### config.mk
export PLATFORM = sky130hd
export DESIGN_NAME = cnt_step_decoder
export DESIGN_NICKNAME = d
export VERILOG_FILES = /design/src/rtl/cnt_step_pkg.sv /design/src/rtl/cnt_step_sva.sv /design/src/rtl/cnt_step_decoder.sv
export SDC_FILE = /design/constraint.sdc
export NUM_CORES = 1
export LEC_CHECK = 0
export CAP_MARGIN = 20
export CORE_MARGIN = 2
export CORE_UTILIZATION = 50
export CTS_CLUSTER_DIAMETER = 150
export DETAILED_ROUTE_END_ITERATION = 10
export PLACE_DENSITY = 0.76
export REMOVE_ABC_BUFFERS = 1
export SLEW_MARGIN = 20
export SYNTH_ARGS = -nofsm -noshare
export SYNTH_HDL_FRONTEND = slang
export SYNTH_SLANG_ARGS = --single-unit
### constraint.sdc
create_clock -name clk -period 7.7 [get_ports clk]
set_input_delay 0.77 -clock clk [delete_from_list [all_inputs] [get_ports clk]]
set_output_delay 0.77 -clock clk [all_outputs]
set_load 0.05 [all_outputs]
### src/rtl/cnt_step_pkg.sv
// Shared types and helpers for the count-step decoder.
// Holds the tracker state encoding, the default tally width and the expected-step function.
package cnt_step_pkg;

  typedef enum logic [1:0] {
    IDLE  = 2'd0,
    LOCK  = 2'd1,
    FAULT = 2'd2
  } cnt_step_state_t;

  localparam int unsigned CNT_STEP_W_DEFAULT = 32'd16;

  // Modular difference that one legal enable leaves between consecutive samples.
  function automatic logic [31:0] exp_delta(input int unsigned w, input bit inc_dec);
    logic [31:0] down_step;
    down_step = (32'd1 << w) - 32'd1;
    if (inc_dec) begin
      return 32'd1;
    end else begin
      return down_step;
    end
  endfunction

endpackage

### src/rtl/cnt_step_sva.sv
// Property checker for cnt_step_decoder; bound in only when CNT_STEP_DECODER_SVA_EN is defined.
// Watches the tracker state and the registered outputs.
module cnt_step_sva
  import cnt_step_pkg::*;
#(
  parameter int unsigned STEP_W = CNT_STEP_W_DEFAULT
) (
  input logic            clk,
  input logic            rst_n,
  input cnt_step_state_t state_i,
  input logic            step_i,
  input logic            err_i,
  input logic            fault_i,
  input logic            lock_i,
  input logic [STEP_W-1:0] steps_i
);

  localparam logic [STEP_W-1:0] SAT = {STEP_W{1'b1}};

  a_step_err_excl: assert property (@(posedge clk) disable iff (!rst_n) !(step_i && err_i))
    else $warning("a_step_err_excl");
  c_step_err_excl: cover property (@(posedge clk) disable iff (!rst_n) !(step_i && err_i));

  a_fault_no_step: assert property (@(posedge clk) disable iff (!rst_n) (state_i == FAULT) |-> !step_i)
    else $warning("a_fault_no_step");
  c_fault_no_step: cover property (@(posedge clk) disable iff (!rst_n) (state_i == FAULT));

  // The tally moves on the same edge that raises step_o, so compare against the previous cycle.
  a_step_tally: assert property (@(posedge clk) disable iff (!rst_n)
      (step_i && ($past(steps_i) != SAT)) |-> (steps_i == ($past(steps_i) + {{(STEP_W-1){1'b0}}, 1'b1})))
    else $warning("a_step_tally");
  c_step_tally: cover property (@(posedge clk) disable iff (!rst_n) step_i && ($past(steps_i) != SAT));

  a_no_unknown: assert property (@(posedge clk) disable iff (!rst_n)
      !$isunknown({step_i, err_i, fault_i, lock_i, steps_i}))
    else $warning("a_no_unknown");
  c_no_unknown: cover property (@(posedge clk) disable iff (!rst_n)
      !$isunknown({step_i, err_i, fault_i, lock_i, steps_i}));

  a_reset_steps: assert property (@(posedge clk) disable iff (!rst_n) $rose(rst_n) |-> (steps_i == '0))
    else $warning("a_reset_steps");
  c_reset_steps: cover property (@(posedge clk) disable iff (!rst_n) $rose(rst_n));

endmodule

### src/rtl/cnt_step_decoder.sv
// Recovers enable pulses from an observed up/down counter value and flags illegal jumps.
// Define CNT_STEP_DECODER_SVA_EN to compile in the cnt_step_sva property checker.
module cnt_step_decoder
  import cnt_step_pkg::*;
#(
  parameter int unsigned W       = 32'd8,
  parameter bit          INC_DEC = 1'b1,
  parameter int unsigned STEP_W  = CNT_STEP_W_DEFAULT
) (
  input  logic              clk,
  input  logic              rst_n,
  input  logic              valid_i,
  input  logic [W-1:0]      cnt_i,
  input  logic              clr_i,
  output logic              step_o,
  output logic              err_o,
  output logic              fault_o,
  output logic              lock_o,
  output logic [STEP_W-1:0] steps_o
);

  localparam logic [W-1:0]      EXP_DELTA = W'(exp_delta(W, INC_DEC));
  localparam logic [STEP_W-1:0] SAT       = {STEP_W{1'b1}};

  cnt_step_state_t   state_q, state_d;
  logic [W-1:0]      ref_q, ref_d;
  logic              step_q, step_d;
  logic              err_q, err_d;
  logic              fault_q, fault_d;
  logic              lock_q, lock_d;
  logic [STEP_W-1:0] steps_q, steps_d;
  logic [W-1:0]      delta_s;

  assign delta_s = cnt_i - ref_q;

  // Next-state and registered-output computation; clr_i overrides any same-cycle sample.
  always_comb begin
    state_d = state_q;
    ref_d   = ref_q;
    step_d  = 1'b0;
    err_d   = 1'b0;
    fault_d = fault_q;
    lock_d  = lock_q;
    steps_d = steps_q;
    if (clr_i) begin
      state_d = IDLE;
      ref_d   = {W{1'b0}};
      fault_d = 1'b0;
      lock_d  = 1'b0;
      steps_d = {STEP_W{1'b0}};
    end else if (valid_i) begin
      case (state_q)
        IDLE: begin
          ref_d   = cnt_i;
          state_d = LOCK;
          lock_d  = 1'b1;
        end
        LOCK: begin
          if (delta_s == EXP_DELTA) begin
            step_d = 1'b1;
            ref_d  = cnt_i;
            if (steps_q != SAT) begin
              steps_d = steps_q + {{(STEP_W-1){1'b0}}, 1'b1};
            end else begin
              steps_d = steps_q;
            end
          end else if (delta_s == {W{1'b0}}) begin
            state_d = LOCK;
          end else begin
            err_d   = 1'b1;
            fault_d = 1'b1;
            lock_d  = 1'b0;
            state_d = FAULT;
          end
        end
        FAULT: begin
          state_d = FAULT;
        end
        default: begin
          state_d = IDLE;
          lock_d  = 1'b0;
        end
      endcase
    end else begin
      state_d = state_q;
    end
  end

  // State and output registers with asynchronous reset.
  always_ff @(posedge clk or negedge rst_n) begin
    if (!rst_n) begin
      state_q <= IDLE;
      ref_q   <= {W{1'b0}};
      step_q  <= 1'b0;
      err_q   <= 1'b0;
      fault_q <= 1'b0;
      lock_q  <= 1'b0;
      steps_q <= {STEP_W{1'b0}};
    end else begin
      state_q <= state_d;
      ref_q   <= ref_d;
      step_q  <= step_d;
      err_q   <= err_d;
      fault_q <= fault_d;
      lock_q  <= lock_d;
      steps_q <= steps_d;
    end
  end

  assign step_o  = step_q;
  assign err_o   = err_q;
  assign fault_o = fault_q;
  assign lock_o  = lock_q;
  assign steps_o = steps_q;

`ifdef CNT_STEP_DECODER_SVA_EN
  cnt_step_sva #(.STEP_W(STEP_W)) u_sva (
    .clk     (clk),
    .rst_n   (rst_n),
    .state_i (state_q),
    .step_i  (step_q),
    .err_i   (err_q),
    .fault_i (fault_q),
    .lock_i  (lock_q),
    .steps_i (steps_q)
  );
`else
  // Property checker not compiled in.
`endif

endmodule

=== Word-level counts from Yosys, hierarchy flattened ===
Cells that the tools add are included.

* Register bits: 30
* Input port bits: 12
* Logic and storage cells: 64

* Add/sub/neg operators: 2
* Equal/unequal tests: 10
* Muxes and demuxes: 33
* Reductions and logical operators: 12

{| class="wikitable"
|+ Operators with widths
! kind !! number
|-
| $mux W16 || 5
|-
| $mux W8 || 3
|-
| $mux W1 || 18
|-
| $add A16 B1 Y16 const B || 1
|-
| $ne A16 B16 Y1 const B || 1
|-
| $pmux W8 S2 || 1
|-
| $reduce_and A4 Y1 || 3
|-
| $ne A3 B3 Y1 const B || 3
|-
| $eq A8 B1 Y1 const B || 1
|-
| $logic_not A8 Y1 || 1
|-
| $mux W2 || 4
|-
| $reduce_bool A2 Y1 || 4
|-
| $sub A8 B8 Y8 || 1
|-
| $ne A2 B2 Y1 const B || 3
|-
| $pmux W2 S3 || 1
|-
| $pmux W1 S3 || 1
|-
| $reduce_and A3 Y1 || 1
|-
| $reduce_bool A3 Y1 || 1
|-
| $eq A2 B1 Y1 const B || 1
|-
| $eq A2 B2 Y1 const B || 1
|-
| $logic_not A2 Y1 || 1
|-
| $reduce_and A2 Y1 || 1
|}

=== Logic depth before layout (Yosys ltp) ===
* Word-level depth: 7
* Gate-level depth with buffers: 11

=== Worst setup path before layout ===
Ideal clock, no wire load.

* Kind: input to register
* From: input port cnt_i[0]
* To: register steps_q[4] (netlist: steps_o[4])
* Setup time: 0.125 ns
* Data arrival time: 3.219 ns
* Required time: 7.575 ns
* Setup slack: 4.357 ns
* Stages: 10
* Cells stage by stage: inv_1 -> ha_1 -> fa_1 -> nand2b_1 -> a21oi_2 -> xnor2_1 -> or4_4 -> nor4b_1 -> and3_1 -> mux2_2

* Longest elaborated chain between the ends: 4

{| class="wikitable"
|+ RTL lines
! item !! line !! source
|-
| start, declared || cnt_step_decoder.sv:13 || <nowiki>input logic [W-1:0] cnt_i,</nowiki>
|-
| $sub A8 B8 Y8 || cnt_step_decoder.sv:34 || <nowiki>assign delta_s = cnt_i - ref_q;</nowiki>
|-
| $eq A8 B1 Y1 || cnt_step_decoder.sv:59 || <nowiki>if (delta_s == EXP_DELTA) begin</nowiki>
|-
| $reduce_bool A2 Y1 (no source line) || n/a ||
|-
| $reduce_and A4 Y1 (no source line) || n/a ||
|-
| end signal, assigned || cnt_step_decoder.sv:98 || <nowiki>steps_q <= {STEP_W{1'b0}};</nowiki>
|-
| end signal, assigned || cnt_step_decoder.sv:106 || <nowiki>steps_q <= steps_d;</nowiki>
|-
| end, declared || cnt_step_decoder.sv:31 || <nowiki>logic [STEP_W-1:0] steps_q, steps_d;</nowiki>
|}

Every way passes these cells.
A chain may end at the register's enable or synchronous reset.

=== Worst setup path in the final report ===
* From: input port cnt_i[0]
* To: register steps_q[3] (netlist: steps_o[3])

The elaborated chain is that of the path after synthesis.

==> impl_results.rst <==
.. list-table::
   :header-rows: 1

   * - Metric
     - Value
   * - Register bit count reported by yosys
     - 30
   * - Final worst clock skew
     - around 0.0064 ns
   * - Sequential Power Share
     - 42.0%
   * - Accumulated negative setup slack
     - 0 ns
   * - Highest attainable clock frequency
     - 0.251 GHz
   * - Global-route wire length before repair
     - 6530 um
   * - Fraction of post-synthesis cell area in the top cell type by area
     - approximately two fifths
   * - Post-cts resize count
     - 0
   * - Post-synth cell types
     - 44
   * - Worst hold slack after final layout
     - 0.484 ns
   * - Worst hold-check path type
     - flop to flop
   * - Final setup viols
     - 0
   * - Required time at the endpoint of the critical path
     - ~7.9 ns
   * - Max-cap violations
     - 0
   * - Leading register cell type out of synthesis
     - sky130_fd_sc_hd__dfrtp_1
   * - Count of port buffers added during placement
     - 31
   * - Register-to-register path setup slack
     - about 4.4 ns
   * - Average wire per cell in the routed design
     - 13.0 um
   * - Iteration count of the initial detailed-routing pass
     - 4
   * - H-tree depth
     - 2
   * - Count of unresolved DRC violations after routing
     - 0
   * - Worst-path maximum fanout
     - 13
   * - Switch Pwr
     - between 0.1 and 0.15 mW
   * - Fraction of the cycle the final worst path needs
     - slightly above 50%
   * - Overall die width
     - ~66 um
   * - Post-synthesis to final-layout area growth
     - 24.1%
   * - Net count reported at finish
     - between 200 and 300
   * - Number of hold buffers added after cts
     - 0
   * - Kind of launch point of the worst setup path
     - input port
   * - Tightest Pin Transition
     - around 0.82 ns
   * - Int Power
     - 0.287 mW
   * - Number of global-route vias before repair
     - 1454
   * - GR Overflow Total
     - 0
   * - Number of warnings printed during yosys synthesis
     - 0
   * - Worst vdd ir
     - ~0.088 mV
   * - Static leakage
     - 1.08 nW
   * - Overall die height
     - 66.0 um
   * - PnR Total Power
     - 0.397 mW
   * - Final core area utilization
     - around 65%
   * - Number of DRC violations after detailed-routing iteration 0
     - between 100 and 150
   * - Via count
     - 1597
   * - PwrDens
     - around 170 nW/um^2
   * - Switch share
     - 27.7%
   * - Portion of the post-synthesis area used by sequential elements
     - 39.1%
   * - Fraction of registers with async set/reset
     - 100%
   * - Synth area leader
     - sky130_fd_sc_hd__dfrtp_1
   * - Area enclosed by the die boundary
     - about 4400 um^2
   * - Maximum number of pins on one net before global-route repair
     - 34
   * - Outcome
     - completed
   * - Endpoint kind of the worst setup timing path
     - flop
   * - Worst slew margin relative to its limit
     - 45.3%
   * - Fraction of final layout cells sized beyond drive strength 1
     - 11.4%
   * - # diodes
     - 0
   * - Antenna violations before repair
     - 0
   * - Routability cong.
     - 0.795
   * - Mapped Area
     - 1920 um^2
   * - Final-report hold violation count
     - 0
   * - Final critical path time including I/O delays and setup
     - 3.99 ns
   * - Most area-consuming cells after synthesis
     - sky130_fd_sc_hd__dfrtp_1, sky130_fd_sc_hd__mux2_2, sky130_fd_sc_hd__nor2_1
   * - Cell with the most instances after synthesis
     - sky130_fd_sc_hd__dfrtp_1
   * - Share of power burned in combinational logic
     - 20.6%
   * - Ports
     - 32
   * - Setup repair after global routing missed its margin
     - no
   * - Number of nets with antenna violations after detailed routing
     - 0
   * - Routed wire length
     - approximately 3800 um
   * - Critical path type
     - input port to flop
   * - Overall fraction of global-route tracks in use
     - between 10% and 20%
   * - Number of synthesized flops with an enable pin
     - 0
   * - Worst path arrival time
     - about 4.2 ns
   * - Clock-pin slew of the registers on the worst-case setup and hold paths
     - 0.06 ns
   * - Insertion delay to the later sink of the worst-skew pair
     - 0.28 ns
   * - Clock buffers created by TritonCTS
     - 5
   * - Mean post-synth cell area
     - approximately 9.1 um^2
   * - Initial Utilization
     - 52.1%
   * - Library cell used as clock root buffer
     - sky130_fd_sc_hd__clkbuf_8
   * - Row count
     - 22
   * - Post-Synthesis Cells
     - 212
   * - Core region area
     - approximately 3700 um^2
   * - DPL Wire Length
     - 2670 um
   * - Clock network fraction of design power
     - 37.4%
   * - Clock tree buffer depth
     - 2
   * - Setup repair bufs after CTS
     - 0
   * - Ranking of synthesized cells by instance count
     - sky130_fd_sc_hd__dfrtp_1, sky130_fd_sc_hd__nor2_1, sky130_fd_sc_hd__nand2_1
   * - Total number of clock tree sinks
     - 30
   * - Vias per Instance
     - 5.45
   * - Clock tree from TritonCTS
     - built
   * - Final Max Tran Viols
     - 0
layout by cell type, fill, tap and decap left out, types with 2 or more instances in the layout:
cell	n
sky130_fd_sc_hd__nand4_1	4
sky130_fd_sc_hd__inv_1	10
sky130_fd_sc_hd__nor3b_1	2
sky130_fd_sc_hd__nor3_1	2
sky130_fd_sc_hd__xnor2_1	7
sky130_fd_sc_hd__a31oi_1	3
sky130_fd_sc_hd__and4_1	2
sky130_fd_sc_hd__dfrtp_1	30
sky130_fd_sc_hd__o21ai_0	5
sky130_fd_sc_hd__mux2i_1	6
sky130_fd_sc_hd__clkdlybuf4s50_1	31
sky130_fd_sc_hd__clkbuf_8	8
sky130_fd_sc_hd__xor2_1	2
sky130_fd_sc_hd__a31o_2	2
sky130_fd_sc_hd__buf_4	2
sky130_fd_sc_hd__nand2_1	17
sky130_fd_sc_hd__nor2b_1	12
sky130_fd_sc_hd__nand2b_1	3
sky130_fd_sc_hd__and3_1	10
sky130_fd_sc_hd__ha_1	8
sky130_fd_sc_hd__mux2_2	10
sky130_fd_sc_hd__a2111oi_0	2
sky130_fd_sc_hd__nand3_1	10
sky130_fd_sc_hd__and2_1	3
sky130_fd_sc_hd__nor2_1	29
sky130_fd_sc_hd__a21oi_1	6
cells by family after synthesis:
| family | synth area share, % |
|---|---|
| buf+inv | 3.65 |
| xor+xnor | 4.10 |
| mux | 8.99 |
| compound gates | 10.2 |
| flops | 39.1 |
| simple gates | 27.7 |
| fa+ha+maj | 6.25 |
cell type report:
| class | count | area (um^2) |
|---|---|---|
| clock buffers | 8 | 110 |
| fillers | 328 | 1310 |
| inverters | 10 | 37.5 |
| multi-input cells | 164 | 1100 |
| flip-flops and latches | 30 | 751 |
| well taps | 48 | 60.1 |
| repair buffers | 33 | 325 |
final timing paths:
kind	start	endpoint	cells after the start
min in group asynchronous	rst_n	err_o$_DFF_PN0_	2
setup reg to reg	ref_q[0]$_DFFE_PN0P_	steps_o[3]$_DFFE_PN0P_	9
hold reg to reg	fault_o$_DFFE_PN0P_	fault_o$_DFFE_PN0P_	1
max in group asynchronous	rst_n	ref_q[7]$_DFFE_PN0P_	2
hold / removal	fault_o$_DFFE_PN0P_	fault_o$_DFFE_PN0P_	1
setup / recovery	cnt_i[0]	steps_o[3]$_DFFE_PN0P_	11
power by group through the flow:
stage	registers, mW	logic, mW	clock network, mW
floorplan	0.173	0.0526	0
global placement	0.170	0.0813	0
detailed placement	0.170	0.0819	0
CTS	0.167	0.0825	0.152
global route	0.168	0.0925	0.157
finish	0.167	0.0817	0.148
state kept, by name, summed over array words and instances (netlist names):
name	cells
err_o	1
fault_o	1
lock_o	1
ref_q	8
state_q	2
step_o	1
steps_o	16
worst max-delay path: stages:
cell                              delay, ns
sky130_fd_sc_hd__clkdlybuf4s50_1       0.46
sky130_fd_sc_hd__inv_1                 0.06
sky130_fd_sc_hd__ha_1                  0.22
sky130_fd_sc_hd__fa_1                  0.39
sky130_fd_sc_hd__nand2b_1              0.17
sky130_fd_sc_hd__a21oi_2               0.13
sky130_fd_sc_hd__xnor2_1               0.07
sky130_fd_sc_hd__or4_4                 0.57
sky130_fd_sc_hd__nor3_2                0.68
sky130_fd_sc_hd__and4_1                0.29
sky130_fd_sc_hd__mux2_2                0.33
stage by stage:
stage / instance area (um^2) / instances / setup slack, ns
2_1_floorplan: 1890 / 204 / 4.17
3_3_place_gp: 2270 / 285 / 3.47
3_5_place_dp: 2270 / 285 / 3.44
4_1_cts: 2380 / 293 / 3.71
5_1_grt: 2380 / 293 / 3.51
6_report: 2380 / 293 / 3.71
layer usage:
layer / vias up / wire length [um] / part of all wire [%] / global-route usage, %
met4: 0 / 51 / 1.3 / 6.89
met2: 37 / 1750 / 46 / 31.6
met5: - / 0 / 0 / 0
li1: 803 / - / - / -
met1: 752 / 1820 / 48 / 25.6
met3: 5 / 179 / 4.7 / 4.26
(Power assumes the default switching activity.)
